**src/rtl/uart_rx_pkg.sv**
```systemverilog
// uart_rx shared types: FSM encoding and bit-period derivation.
// Shared with uart_tx so both ends compute identical bit periods.
package uart_rx_pkg;

  typedef enum logic [2:0] {
    S_IDLE,
    S_START,
    S_DATA,
    S_STOP,
    S_WAIT_HI
  } rx_state_t;

  function automatic int clks_per_bit(
    input int clk_freq,
    input int bit_rate
  );
    return clk_freq / bit_rate;
  endfunction

endpackage

```
**src/rtl/uart_rx_if.sv**
```systemverilog
// uart_rx host-side bundle: received word plus status pulses.
// master = receiver, slave = consumer.
interface uart_rx_if #(
  parameter int PAYLOAD_BITS = 8
);

  logic [PAYLOAD_BITS-1:0] o_data;
  logic                    o_rx_valid;
  logic                    o_frame_err;
  logic                    o_rx_busy;

  modport master (
    output o_data,
    output o_rx_valid,
    output o_frame_err,
    output o_rx_busy
  );

  modport slave (
    input o_data,
    input o_rx_valid,
    input o_frame_err,
    input o_rx_busy
  );

endinterface

```
**src/rtl/uart_sync.sv**
```systemverilog
// Two-flop synchronizer for asynchronous single-bit inputs.
// RESET_VAL sets the assumed idle level during reset.
module uart_sync #(
  parameter logic RESET_VAL = 1'b1
) (
  input  logic clk,
  input  logic reset,
  input  logic d,
  output logic q
);

  logic meta;

  always_ff @(posedge clk or posedge reset) begin
    if (reset) begin
      meta <= RESET_VAL;
      q    <= RESET_VAL;
    end else begin
      meta <= d;
      q    <= meta;
    end
  end

endmodule

```
**src/rtl/uart_rx.sv**
```systemverilog
// UART receiver: 1 start, PAYLOAD_BITS data LSB-first, 1 stop.
// Emits one-cycle valid or frame-error pulses per frame.
module uart_rx
  import uart_rx_pkg::*;
#(
  parameter int BIT_RATE     = 115200,
  parameter int CLK_FREQ     = 10_000_000,
  parameter int PAYLOAD_BITS = 8
) (
  input  logic        clk,
  input  logic        reset,
  input  logic        i_serial_data,
  uart_rx_if.master   rx
);

  localparam int CPB  = clks_per_bit(CLK_FREQ, BIT_RATE);
  localparam int HALF = CPB / 2;
  localparam int CW   = $clog2(CPB);
  localparam int IW   =
    (PAYLOAD_BITS > 1) ? $clog2(PAYLOAD_BITS) : 1;

  localparam logic [CW-1:0] CPB_M1  = CW'(CPB - 1);
  localparam logic [CW-1:0] HALF_M1 = CW'(HALF - 1);
  localparam logic [IW-1:0] IDX_END = IW'(PAYLOAD_BITS - 1);

  generate
    if (CPB < 4) begin : g_cpb_chk
      $error("uart_rx: CLKS_PER_BIT must be >= 4");
    end
  endgenerate

  logic rx_s;

  uart_sync #(
    .RESET_VAL (1'b1)
  ) u_sync (
    .clk   (clk),
    .reset (reset),
    .d     (i_serial_data),
    .q     (rx_s)
  );

  rx_state_t               state, state_n;
  logic [CW-1:0]           cnt, cnt_n;
  logic [IW-1:0]           idx, idx_n;
  logic [PAYLOAD_BITS-1:0] shift, shift_n;
  logic [PAYLOAD_BITS-1:0] data_q, data_n;
  logic                    valid_q, valid_n;
  logic                    err_q, err_n;

  always_ff @(posedge clk or posedge reset) begin
    if (reset) begin
      state   <= S_IDLE;
      cnt     <= '0;
      idx     <= '0;
      shift   <= '0;
      data_q  <= '0;
      valid_q <= 1'b0;
      err_q   <= 1'b0;
    end else begin
      state   <= state_n;
      cnt     <= cnt_n;
      idx     <= idx_n;
      shift   <= shift_n;
      data_q  <= data_n;
      valid_q <= valid_n;
      err_q   <= err_n;
    end
  end

  always_comb begin
    state_n = state;
    cnt_n   = cnt;
    idx_n   = idx;
    shift_n = shift;
    data_n  = data_q;
    valid_n = 1'b0;
    err_n   = 1'b0;
    unique case (state)
      S_IDLE: begin
        if (!rx_s) begin
          state_n = S_START;
          cnt_n   = '0;
        end
      end
      S_START: begin
        if (cnt == HALF_M1) begin
          cnt_n   = '0;
          idx_n   = '0;
          state_n = rx_s ? S_IDLE : S_DATA;
        end else begin
          cnt_n = cnt + 1'b1;
        end
      end
      S_DATA: begin
        if (cnt == CPB_M1) begin
          cnt_n   = '0;
          // right shift keeps the first bit at LSB
          shift_n = shift >> 1;
          shift_n[PAYLOAD_BITS-1] = rx_s;
          if (idx == IDX_END) begin
            state_n = S_STOP;
          end else begin
            idx_n = idx + 1'b1;
          end
        end else begin
          cnt_n = cnt + 1'b1;
        end
      end
      S_STOP: begin
        if (cnt == CPB_M1) begin
          cnt_n = '0;
          if (rx_s) begin
            data_n  = shift;
            valid_n = 1'b1;
            state_n = S_IDLE;
          end else begin
            err_n   = 1'b1;
            state_n = S_WAIT_HI;
          end
        end else begin
          cnt_n = cnt + 1'b1;
        end
      end
      S_WAIT_HI: begin
        if (rx_s) begin
          state_n = S_IDLE;
        end
      end
      default: begin
        state_n = S_IDLE;
      end
    endcase
  end

  assign rx.o_data      = data_q;
  assign rx.o_rx_valid  = valid_q;
  assign rx.o_frame_err = err_q;
  assign rx.o_rx_busy   = (state != S_IDLE);

endmodule

```
**src/flat_wrapper.sv**
```systemverilog
// flat-port wrapper written by rule: the top's interface ports become plain ports
module uart_rx_flat import uart_rx_pkg::*;
#(
  parameter int BIT_RATE     = 115200,
  parameter int CLK_FREQ     = 10_000_000,
  parameter int PAYLOAD_BITS = 8
)
  (clk, reset, i_serial_data, rx_o_data, rx_o_rx_valid, rx_o_frame_err, rx_o_rx_busy);
  uart_rx_if #(.PAYLOAD_BITS(PAYLOAD_BITS)) rx_i ();
  input  logic clk;
  input  logic reset;
  input  logic i_serial_data;
  output wire logic [$bits(rx_i.o_data)-1:0] rx_o_data;
  output wire logic [$bits(rx_i.o_rx_valid)-1:0] rx_o_rx_valid;
  output wire logic [$bits(rx_i.o_frame_err)-1:0] rx_o_frame_err;
  output wire logic [$bits(rx_i.o_rx_busy)-1:0] rx_o_rx_busy;
  assign rx_o_data = rx_i.o_data;
  assign rx_o_rx_valid = rx_i.o_rx_valid;
  assign rx_o_frame_err = rx_i.o_frame_err;
  assign rx_o_rx_busy = rx_i.o_rx_busy;
  uart_rx #(.BIT_RATE(BIT_RATE), .CLK_FREQ(CLK_FREQ), .PAYLOAD_BITS(PAYLOAD_BITS)) u_core (.clk(clk), .reset(reset), .i_serial_data(i_serial_data), .rx(rx_i));
endmodule
```
**config.mk**
```make
export PLATFORM = sky130hd
export DESIGN_NAME = uart_rx_flat
export DESIGN_NICKNAME = d
export VERILOG_FILES = /design/src/rtl/uart_rx_pkg.sv /design/src/rtl/uart_rx_if.sv /design/src/rtl/uart_sync.sv /design/src/rtl/uart_rx.sv /design/src/flat_wrapper.sv
export SDC_FILE = /design/constraint.sdc
export NUM_CORES = 1
export LEC_CHECK = 0
export CORE_MARGIN = 5
export CORE_UTILIZATION = 30
export CTS_BUF_LIST = sky130_fd_sc_hd__clkbuf_16
export DETAILED_ROUTE_END_ITERATION = 12
export GPL_ROUTABILITY_DRIVEN = 1
export GPL_TIMING_DRIVEN = 0
export SYNTH_ARGS = -nofsm -noshare
export SYNTH_HDL_FRONTEND = slang
export SYNTH_SLANG_ARGS = --single-unit
```
**constraint.sdc**
```tcl
create_clock -name clk -period 4.3 [get_ports clk]
set_input_delay 0.43 -clock clk [delete_from_list [all_inputs] [get_ports clk]]
set_output_delay 0.43 -clock clk [all_outputs]
set_load 0.005 [all_outputs]
```
==> reports/qor.csv, run 1 <==
stage,metric,value,unit
run_status,outcome,completed,
worst_setup_path,Top delay family on crit path,buffers and inverters,
sta,max-slew violations,0,
floorplan,CORE AREA,4820,sq um
grt,Global Route Usage Sum,10.1,%
final_layout,"commonest non-fill, non-tap cell in the layout",dfrtp_1,
sta,setup TNS,0,ns
route,"antenna viol nets, final",0,
clocking,Max Root-Sink Buffers,2,
yosys,Post-Synth Simple-Gate Area,16.6,%
clocking,CTS buffer count,5,
yosys,synth warn,0,
clocking,Num Clock Sinks,33,
sta,# setup viols final,0,
route,DRC Markers,0,
yosys,Synth cell types,34,
yosys,compound-gate portion of the synthesized area,6.12,%
pwr,Pint,0.550,mW
sta,Slew headroom,53.1,%
worst_setup_path,Crit. Startpoint,u_core.state[1]$_DFFE_PP0P_,
clocking,CTS H-tree depth,2,
worst_setup_path,launching point of the worst reg2reg path,u_core.cnt[3]$_DFFE_PP0P_,
route,DRT Pass-1 Iters,4,
floorplan,Starting Density,31.4,%
clocking,TritonCTS clock tree,built,
worst_setup_path,WP buf/inv,2,
pwr,Clock Power Share,47.2,%
floorplan,Die ar.,6560,sq um
clocking,clock-pin slew on the worst setup and hold paths,0.05,ns
placed_design,PortBufs,13,
final_layout,"Design Area, Final",1890,sq um
sta,RSZ-0062 raised after global routing,no,
yosys,syn_nets,132,
floorplan,die height,81.0,um
clocking,hold_buf cts,0,
yosys,Post-Synthesis Cells,124,
worst_setup_path,critical path arrival,1.78,ns
pwr,Sw Ratio,22.5,%
final_layout,Layout area overhead,24.9,%
worst_setup_path,startpoint types,register,
yosys,largest family of logic cells by synthesized area,simple AND/OR/NAND/NOR gates,
grt,global-route wire length before repair,5.00,mm
grt,pin count of the biggest net entering global routing,34,
pwr,Design Power,0.710,mW
sta,period utilization,51.4,%
sta,Fmax achieved,453,MHz
placed_design,Placed Area,1730,sq um
final_layout,share of layout cells above drive strength 1,24.0,%
clocking,"Clk Latency, worst-skew pair",0.27,ns
floorplan,I/O Pins,14,
final_layout,most frequent cells in the layout,"31 x dfrtp_1, 16 x mux2_2, 13 x nor2_1, 13 x clkdlybuf4s50_1, 7 x nand2_1",
yosys,Synth Area in XOR/XNOR,2.89,%
sta,Worst Tran Pin Value,0.703,ns
worst_setup_path,CP Class,register to primary output,
final_layout,"Net count, final",153,
worst_setup_path,R2R cell count,4,
clocking,root buffer cell,clkbuf_16,
floorplan,Die X,81.0,um
worst_setup_path,crit path to,rx_o_rx_busy,
route,vias,997,
pwr,net switching power,0.160,mW
sta,Clock Skew,0.00323,ns
yosys,sequential area share after synthesis,54.8,%
sta,hold slack,0.355,ns
pwr,sequential power share,46.6,%
yosys,Synth Area in Adders,4.14,%
worst_setup_path,number of cells on the critical path,3,
yosys,post-synthesis mux area share,12.9,%
grt,vias in the first global route,1033,
final_layout,number of diodes,0,
worst_setup_path,RR Endpoint,u_core.cnt[4]$_DFFE_PP0P_,
grt,total grt overflow,0,
worst_setup_path,crit-path cells,clkbuf_1 -> or3_1 -> clkdlybuf4s50_1,
worst_setup_path,slowest cell on the critical path,clkdlybuf4s50_1,
grt,initial antenna violation count,0,
pwr,Pleak,0.870,nW
clocking,Resize count post-CTS,0,
yosys,Synth Register Bits,33,
worst_setup_path,crit-path max cell delay,0.45,ns
placed_design,Routability Congestion,0.776,
yosys,Synth Cell Area,1510,sq um
sta,fin crit period,2.21,ns
worst_setup_path,Worst setup EP type,primary output,
route,Starting DRT DRC Count,67,
placed_design,DPL Wire Length,1.91,mm
pwr,power density over the cells,376,nW/um^2
worst_setup_path,Crit path required time,3.87,ns
sta,final hold vios,0,
route,DR WL/cell,12.5,um
pwr,VDD IR max,0.230,mV
flow_run,max cap viols,0,
route,final WL,2.67,mm
floorplan,row count,25,
hold_path,HP Class,register to register,
clocking,post-CTS setup repair buffer count,0,
route,Vias/cell,4.68,
pwr,Comb pwr share,6.2,%
worst_setup_path,Crit Path Max Fanout,10,
yosys,Mean Syn Cell Area,12.2,sq um
worst_setup_path,flop-to-flop setup slack,2.43,ns
-- sequential cells by signal, summed over array words and instances, names as in the netlist --
| signal | count |
|---|---|
| u_core.idx | 3 |
| u_core.state | 3 |
| u_core.rx.o_frame_err | 1 |
| u_core.shift | 8 |
| u_core.rx.o_rx_valid | 1 |
| u_core.u_sync.q | 1 |
| u_core.cnt | 7 |
| u_core.rx.o_data | 8 |
| u_core.u_sync.meta | 1 |
-- synth_stat cells --
master    instances  area share, %
a22oi_1           1           0.50
inv_1             5            1.2
dfrtp_1          31             51
and3_1            2           0.83
nor3_1            2           0.66
or2_2             2           0.83
nor2b_1           2           0.83
mux2_2           16             12
dfstp_2           2            3.5
ha_1              5            4.1
buf_2             1           0.33
a21oi_1           2           0.66
and4bb_2          1           0.83
or3_1             1           0.41
and4bb_1          1           0.83
nor4_1            1           0.41
a221oi_1          1           0.58
a21o_1            1           0.50
nand2_1           7            1.7
o31ai_1           2           0.99
buf_4             1           0.50
mux2_4            1           0.99
o21ai_0           2           0.66
nor2_1           13            3.2
nand3_1           4            1.3
clkbuf_1          2           0.50
a211oi_1          1           0.50
nand4b_1          2            1.2
nand4_4           1            1.4
xnor2_1           5            2.9
nand3_4           1            1.2
a22o_1            2            1.2
a311oi_1          1           0.58
nor3b_1           2           0.99
-- worst reg2reg max path: stages (launching register included) --
cell and delay, ns:
dfrtp_1 0.42, and4bb_1 0.36, nand3_1 0.15, a221oi_1 0.68, nor2_1 0.12
-- logic make-up after synthesis --
kind of cell             Yosys count
buffers and inverters              9
flip-flops                        33
AND/OR/NAND/NOR                   42
AO/OA/AOI/OAI                     13
XOR/XNOR                           5
adder cells (fa/ha/maj)            5
multiplexers                      17
-- per-stage QoR --
stage	util, %	worst slack (ns)	instances
after floorplan	-	2.70	124
after global placement	35.8	2.37	204
after detailed placement	35.8	2.37	204
after CTS	38.8	2.07	212
after global routing	39.2	1.98	213
final	39.2	2.09	213
-- how the worst min path moves through the flow --
stage | startpoint | to | cells past startpoint | slack, ns
after floorplan | u_core.u_sync.meta$_DFF_PP1_ | u_core.u_sync.q$_DFF_PP1_ | 0 | 0.35
after global placement | u_core.u_sync.meta$_DFF_PP1_ | u_core.u_sync.q$_DFF_PP1_ | 0 | 0.35
after detailed placement | u_core.u_sync.meta$_DFF_PP1_ | u_core.u_sync.q$_DFF_PP1_ | 0 | 0.35
after CTS | u_core.u_sync.meta$_DFF_PP1_ | u_core.u_sync.q$_DFF_PP1_ | 0 | 0.36
after global routing | u_core.u_sync.meta$_DFF_PP1_ | u_core.u_sync.q$_DFF_PP1_ | 0 | 0.36
final | u_core.u_sync.meta$_DFF_PP1_ | u_core.u_sync.q$_DFF_PP1_ | 0 | 0.35
-- area by class of cell --
class | instances | area (sq um)
Fill cell | 495 | 2930
Sequential cell | 33 | 828
Multi-Input combinational cell | 82 | 646
Timing Repair Buffer | 14 | 150
Clock buffer | 5 | 125
Tap cell | 67 | 83.8
Buffer | 4 | 20.0
Inverter | 5 | 18.8
Clock inverter | 3 | 17.5
-- power groups by stage --
stage | sequential (mW) | combinational (mW) | clock (mW)
global placement | 0.335 | 0.0405 | 0
global route | 0.332 | 0.0526 | 0.364
CTS | 0.330 | 0.0428 | 0.349
detailed placement | 0.336 | 0.0423 | 0
floorplan | 0.333 | 0.0320 | 0
finish | 0.330 | 0.0441 | 0.335
-- metal layers --
layer  vias up  share of wire, %  global-route usage, %  wire [um]
met5         -                 0                      0          0
met4         0               1.2                   4.05         32
met3         5               7.1                   4.66        189
met2        33                48                   15.4       1270
met1       481                44                   12.4       1180
li1        478                 -                      -          -
(Power assumes the default switching activity.)
==> run 2, diff against run 1 <==
clock period = 1.9 ns   (was 4.3 ns; I/O delays follow)
==> run 2 against run 1 <==
Effect of this change:
- setup slack lost 2.0 ns
- sequential share of layout area fell by 0.85 points
- non-clock buffer count grew 2
- flip-flop and latch count unchanged
- largest power group unchanged
- highest routed layer unchanged
==> reports/qor.csv, run 2 (synthesis gave the netlist of run 1 again) <==
stage,metric,value,unit,change
run_status,outcome,completed,,
pwr,Pleak,0.892,nW,+2.4%
floorplan,die height,81.0,um,unchanged
clocking,hold_buf cts,0,,unchanged
placed_design,Cells after DPL,204,,unchanged
worst_setup_path,flop-to-flop setup slack,0.13,ns,-2.30 ns
route,met2 routed WL,1.27,mm,-0.63%
placed_design,DPL Wire Length,1.91,mm,unchanged
route,DR WL/cell,12.4,um,-1.2%
grt,total grt overflow,0,,unchanged
pwr,VDD IR max,0.520,mV,+130%
route,met3 routed WL,152,um,-20%
route,Vias/cell,4.58,,-2.1%
worst_setup_path,critical path arrival,1.93,ns,+0.15 ns
floorplan,I/O Pins,14,,unchanged
final_layout,"commonest non-fill, non-tap cell in the layout",dfrtp_1,,
route,final WL,2.67,mm,-0.30%
grt,initial antenna violation count,0,,unchanged
worst_setup_path,CP Class,register to register,,
placed_design,setup slack at placement,0.0725,ns,-2.29 ns
route,WL met1,1.22,mm,+3.6%
sta,Fmax achieved,564,MHz,
floorplan,row count,25,,unchanged
grt,global-route wire length before repair,4.97,mm,-0.56%
sta,Clock Skew,0.00324,ns,+0.0000155 ns
sta,max-slew violations,0,,unchanged
worst_setup_path,WP buf/inv,1,,-1
route,top sig layer,met4,,
worst_setup_path,Crit path required time,2.06,ns,-1.81 ns
floorplan,Starting Density,31.4,%,unchanged
final_layout,"Net count, final",155,,+1.3%
sta,# setup viols final,0,,unchanged
final_layout,number of diodes,0,,unchanged
sta,final hold vios,0,,unchanged
clocking,clock-pin slew on the worst setup and hold paths,0.05,ns,about the same
floorplan,Die ar.,6560,sq um,unchanged
grt,Global Route Usage Sum,10.1,%,-0.047 points
floorplan,CORE AREA,4820,sq um,unchanged
worst_setup_path,RR Endpoint,u_core.rx.o_data[4]$_DFFE_PP0P_,,
worst_setup_path,crit-path cells,and4bb_1 -> and3_1 -> buf_4 -> nand4_4 -> mux2_4,,
floorplan,Die X,81.0,um,unchanged
sta,setup TNS,0,ns,unchanged
worst_setup_path,Worst setup EP type,register,,
final_layout,final cell count without fillers,215,,+0.94%
route,Starting DRT DRC Count,45,,-33%
route,"antenna viol nets, final",0,,unchanged
sta,RSZ-0062 raised after global routing,no,,
final_layout,most frequent cells in the layout,"31 x dfrtp_1, 16 x mux2_2, 13 x nor2_1",,
grt,pin count of the biggest net entering global routing,34,,unchanged
placed_design,Routability Congestion,0.776,,unchanged
clocking,CTS H-tree depth,2,,unchanged
clocking,Num Clock Sinks,33,,unchanged
hold_path,HP Class,input pin to async pin,,
worst_setup_path,R2R cell count,5,,+1
placed_design,PortBufs,13,,unchanged
sta,Worst Tran Pin Value,0.682,ns,-0.0209 ns
final_layout,share of layout cells above drive strength 1,27.0,%,+3.1 points
route,DRC Markers,0,,unchanged
worst_setup_path,crit-path max cell delay,0.42,ns,-0.03 ns
route,DRT Pass-1 Iters,4,,unchanged
worst_setup_path,Top delay family on crit path,simple AND/OR/NAND/NOR gates,,
route,vias,985,,-1.2%
worst_setup_path,launching point of the worst reg2reg path,u_core.cnt[3]$_DFFE_PP0P_,,
grt,vias in the first global route,1039,,+0.58%
flow_run,max cap viols,0,,unchanged
worst_setup_path,startpoint types,register,,
sta,PnR worst setup slack,0.127,ns,-1.96 ns
clocking,"Clk Latency, worst-skew pair",0.27,ns,about the same
pwr,Design Power,1.61,mW,+130%
clocking,root buffer cell,clkbuf_16,,
final_layout,Layout area overhead,27.4,%,
final_layout,# fillers,496,,+0.20%
clocking,Max Root-Sink Buffers,2,,unchanged
worst_setup_path,slowest cell on the critical path,dfrtp_1,,
sta,fin crit period,1.77,ns,
pwr,power density over the cells,836,nW/um^2,+120%
sta,Slew headroom,54.4,%,+1.3 points
sta,period utilization,93.3,%,
worst_setup_path,Crit Path Max Fanout,9,,-1
clocking,TritonCTS clock tree,built,,
clocking,CTS buffer count,5,,unchanged
-- run 2: timing repair --
item / 4_1_cts / 5_1_grt
endpoints found under the setup margin: 1 / 6
setup buffers: 1 / 1
gates resized for setup: 5 / 2
-- run 2: metrics by stage --
stage,hold slack (ns),util [%],area (sq um)
2_1_floorplan,0.194,-,1510
3_3_place_gp,0.347,35.8,1730
3_5_place_dp,0.348,35.8,1730
4_1_cts,0.316,39.2,1890
5_1_grt,0.143,40.0,1930
6_report,0.131,40.0,1930
-- run 2: layout make-up --
class                           count  area, sq um  area share [%]
Sequential cell                    33          828            43.0
Clock buffer                        5          125            6.49
Tap cell                           67         83.8            4.35
Buffer                              4         33.8            1.75
Multi-Input combinational cell     82          652            33.8
Inverter                            5         18.8           0.974
Clock inverter                      3         17.5           0.909
Timing Repair Buffer               16          168            8.70
-- run 2: power breakdown --
| part | internal [mW] | total, mW | switching, mW |
|---|---|---|---|
| clock | 0.479 | 0.759 | 0.280 |
| combinational | 0.0452 | 0.105 | 0.0594 |
| sequential | 0.723 | 0.747 | 0.0234 |
| total | 1.25 | 1.61 | 0.363 |
-- run 2: metal layers --
metal	track usage, %	vias up
met4	4.05	0
met1	12.1	483
met3	4.66	3
met5	0	-
met2	15.6	15
li1	-	484
-- run 2: worst max path at each step --
| stage | start | endpoint | slack [ns] | cells past startpoint |
|---|---|---|---|---|
| final | u_core.cnt[3]$_DFFE_PP0P_ | u_core.rx.o_data[4]$_DFFE_PP0P_ | 0.13 | 5 |
| after detailed placement | u_core.cnt[3]$_DFFE_PP0P_ | u_core.cnt[4]$_DFFE_PP0P_ | 0.07 | 4 |
| after global placement | u_core.cnt[3]$_DFFE_PP0P_ | u_core.cnt[5]$_DFFE_PP0P_ | 0.07 | 4 |
| after CTS | u_core.state[2]$_DFFE_PP0P_ | rx_o_rx_busy | 0.01 | 3 |
| after floorplan | u_core.cnt[5]$_DFFE_PP0P_ | u_core.rx.o_data[4]$_DFFE_PP0P_ | 0.30 | 5 |
| after global routing | u_core.cnt[3]$_DFFE_PP0P_ | u_core.rx.o_data[4]$_DFFE_PP0P_ | 0.03 | 5 |
-- run 2: worst reg2reg max path, cell delays in order (launching register included) --
cell      delay [ns]
dfrtp_1         0.42
and4bb_1        0.35
and3_1          0.19
buf_4           0.15
nand4_4         0.20
mux2_4          0.35
==> run 3, diff against run 2 <==
ABC_CLOCK_PERIOD_IN_PS = 1900   (was not set)
CAP_MARGIN = 15   (was not set)
==> run 3 against run 2 <==
Effect of this change:
- clock skew is 0.00051 ns higher
- sequential power about the same
- largest cell class unchanged
- core utilization unchanged
- highest routed layer unchanged
- setup slack got worse by 0.030 ns
- largest power group unchanged
- first-iteration DRC count grew 29%
==> reports/qor.csv, run 3 (synthesis gave the netlist of run 1 again) <==
stage,metric,value,unit,change
sta,max-slew violations,0,,unchanged
final_layout,most frequent cells in the layout,"31 x dfrtp_1, 16 x mux2_2, 13 x nor2_1",,
sta,RSZ-0062 raised after global routing,no,,
final_layout,"Design Area, Final",1930,sq um,unchanged
sta,Slew headroom,55.6,%,+1.2 points
sta,period utilization,94.9,%,+1.6 points
sta,hold slack,0.245,ns,+0.114 ns
route,"antenna viol nets, final",0,,unchanged
clocking,root buffer cell,clkbuf_16,,
sta,setup TNS,0,ns,unchanged
clocking,TritonCTS clock tree,built,,
clocking,CTS buffer count,5,,unchanged
sta,PnR worst setup slack,0.0971,ns,-0.0300 ns
floorplan,Starting Density,31.4,%,unchanged
sta,Clock Skew,0.00375,ns,+0.000508 ns
grt,total grt overflow,0,,unchanged
placed_design,DPL Wire Length,1.97,mm,+3.2%
route,Vias/cell,4.65,,+1.5%
worst_setup_path,WP buf/inv,1,,unchanged
pwr,Design Power,1.62,mW,+0.84%
hold_path,HP Class,input pin to async pin,,
grt,Global Route Usage Sum,10.0,%,-0.080 points
worst_setup_path,Worst setup EP type,register,,
worst_setup_path,Crit. Startpoint,u_core.cnt[3]$_DFFE_PP0P_,,
final_layout,number of diodes,0,,unchanged
final_layout,multi-input logic area,652,sq um,unchanged
placed_design,PortBufs,13,,unchanged
grt,vias in the first global route,1061,,+2.1%
grt,pin count of the biggest net entering global routing,24,,-29%
flow_run,max cap viols,0,,unchanged
route,DR WL/cell,12.9,um,+4.2%
final_layout,"commonest non-fill, non-tap cell in the layout",dfrtp_1,,
route,vias,995,,+1.0%
final_layout,storage element area,828,sq um,unchanged
worst_setup_path,crit-path cells,and4bb_1 -> and3_1 -> buf_4 -> nand4_4 -> mux2_4,,
worst_setup_path,CP Class,register to register,,
pwr,power density over the cells,843,nW/um^2,+0.84%
floorplan,Die X,81.0,um,unchanged
clocking,"Clk Latency, worst-skew pair",0.27,ns,about the same
placed_design,Cells after DPL,205,,+0.49%
final_layout,fin util,40.0,%,unchanged
final_layout,# fillers,483,,-2.6%
floorplan,die height,81.0,um,unchanged
worst_setup_path,launching point of the worst reg2reg path,u_core.cnt[3]$_DFFE_PP0P_,,
grt,global-route wire length before repair,5.00,mm,+0.42%
pwr,VDD IR max,0.501,mV,-3.6%
clocking,Max Root-Sink Buffers,2,,unchanged
grt,initial antenna violation count,0,,unchanged
worst_setup_path,startpoint types,register,,
final_layout,share of layout cells above drive strength 1,26.5,%,-0.50 points
worst_setup_path,critical path arrival,1.96,ns,+0.03 ns
worst_setup_path,slowest cell on the critical path,dfrtp_1,,
floorplan,CORE AREA,4820,sq um,unchanged
sta,fin crit period,1.80,ns,+0.0300 ns
placed_design,Routability Congestion,0.776,,unchanged
clocking,CTS H-tree depth,2,,unchanged
placed_design,Placed Area,1750,sq um,+1.6%
route,final WL,2.77,mm,+3.8%
run_status,outcome,completed,,
pwr,Pleak,0.894,nW,+0.27%
placed_design,setup slack at placement,0.0519,ns,-0.0206 ns
worst_setup_path,crit-path max cell delay,0.42,ns,about the same
floorplan,Die ar.,6560,sq um,unchanged
sta,Worst Tran Pin Value,0.665,ns,-0.0174 ns
floorplan,row count,25,,unchanged
route,Starting DRT DRC Count,58,,+29%
final_layout,"Net count, final",154,,-0.65%
sta,# setup viols final,0,,unchanged
clocking,clock-pin slew on the worst setup and hold paths,0.05,ns,about the same
worst_setup_path,Crit Path Max Fanout,9,,unchanged
worst_setup_path,flop-to-flop setup slack,0.1,ns,-0.03 ns
final_layout,Layout area overhead,27.4,%,unchanged
final_layout,final cell count without fillers,214,,-0.47%
worst_setup_path,Top delay family on crit path,simple AND/OR/NAND/NOR gates,,
worst_setup_path,Crit path required time,2.06,ns,about the same
route,DRT Pass-1 Iters,4,,unchanged
route,DRC Markers,0,,unchanged
floorplan,I/O Pins,14,,unchanged
sta,final hold vios,0,,unchanged
clocking,Num Clock Sinks,33,,unchanged
sta,Fmax achieved,555,MHz,-1.7%
-- run 3: cell types whose count changed in the layout (fill, tap and decap cells not counted) --
cell	delta
buf_12	-1
buf_16	+1
clkbuf_4	-1
clkinv_1	-1
inv_1	+1
-- run 3: path summary, 6_finish.rpt --
| kind | endpoint | cells past startpoint |
|---|---|---|
| max | u_core.rx.o_data[4]$_DFFE_PP0P_ | 5 |
| min | u_core.idx[1]$_DFFE_PP0P_ | 2 |
| max reg2reg | u_core.rx.o_data[4]$_DFFE_PP0P_ | 5 |
| min reg2reg | u_core.u_sync.q$_DFF_PP1_ | 0 |
| max in group asynchronous | u_core.u_sync.meta$_DFF_PP1_ | 3 |
| min in group clk | u_core.u_sync.meta$_DFF_PP1_ | 1 |
-- run 3: layer usage --
| layer | wire length [um] | vias to the layer above | GRT usage, % | part of all wire, % |
|---|---|---|---|---|
| met5 | 0 | - | 0 | 0 |
| met3 | 134 | 7 | 4.10 | 4.8 |
| li1 | - | 479 | - | - |
| met4 | 40 | 0 | 3.55 | 1.4 |
| met2 | 1310 | 15 | 15.7 | 47 |
| met1 | 1280 | 494 | 12.4 | 46 |
-- run 3: timing repair --
| action | 4_1_cts | 5_1_grt |
|---|---|---|
| pin swaps | 0 | 0 |
| resized for setup | 5 | 3 |
| hold buffers | 0 | 0 |
| setup buffers | 0 | 1 |
| endpoints found under the setup margin | 1 | 6 |
-- run 3: final cells by class --
cell class,instances,area share (%)
inverter,5,0.974
tap,67,4.35
timing repair buffer,15,8.70
buffer,4,1.75
sequential,33,43.0
clock buffer,5,6.49
clock inverter,3,0.909
multi-input combinational,82,33.8
-- run 3: worst register-to-register path, cell delays in order, from the launching register on --
cell and delay, ns:
dfrtp_1 0.42, and4bb_1 0.36, and3_1 0.19, buf_4 0.15, nand4_4 0.21, mux2_4 0.35
-- run 3: power breakdown --
part,switching [mW],internal [mW]
registers,0.0251,0.723
clock network,0.293,0.479
logic,0.0574,0.0458
total,0.375,1.25
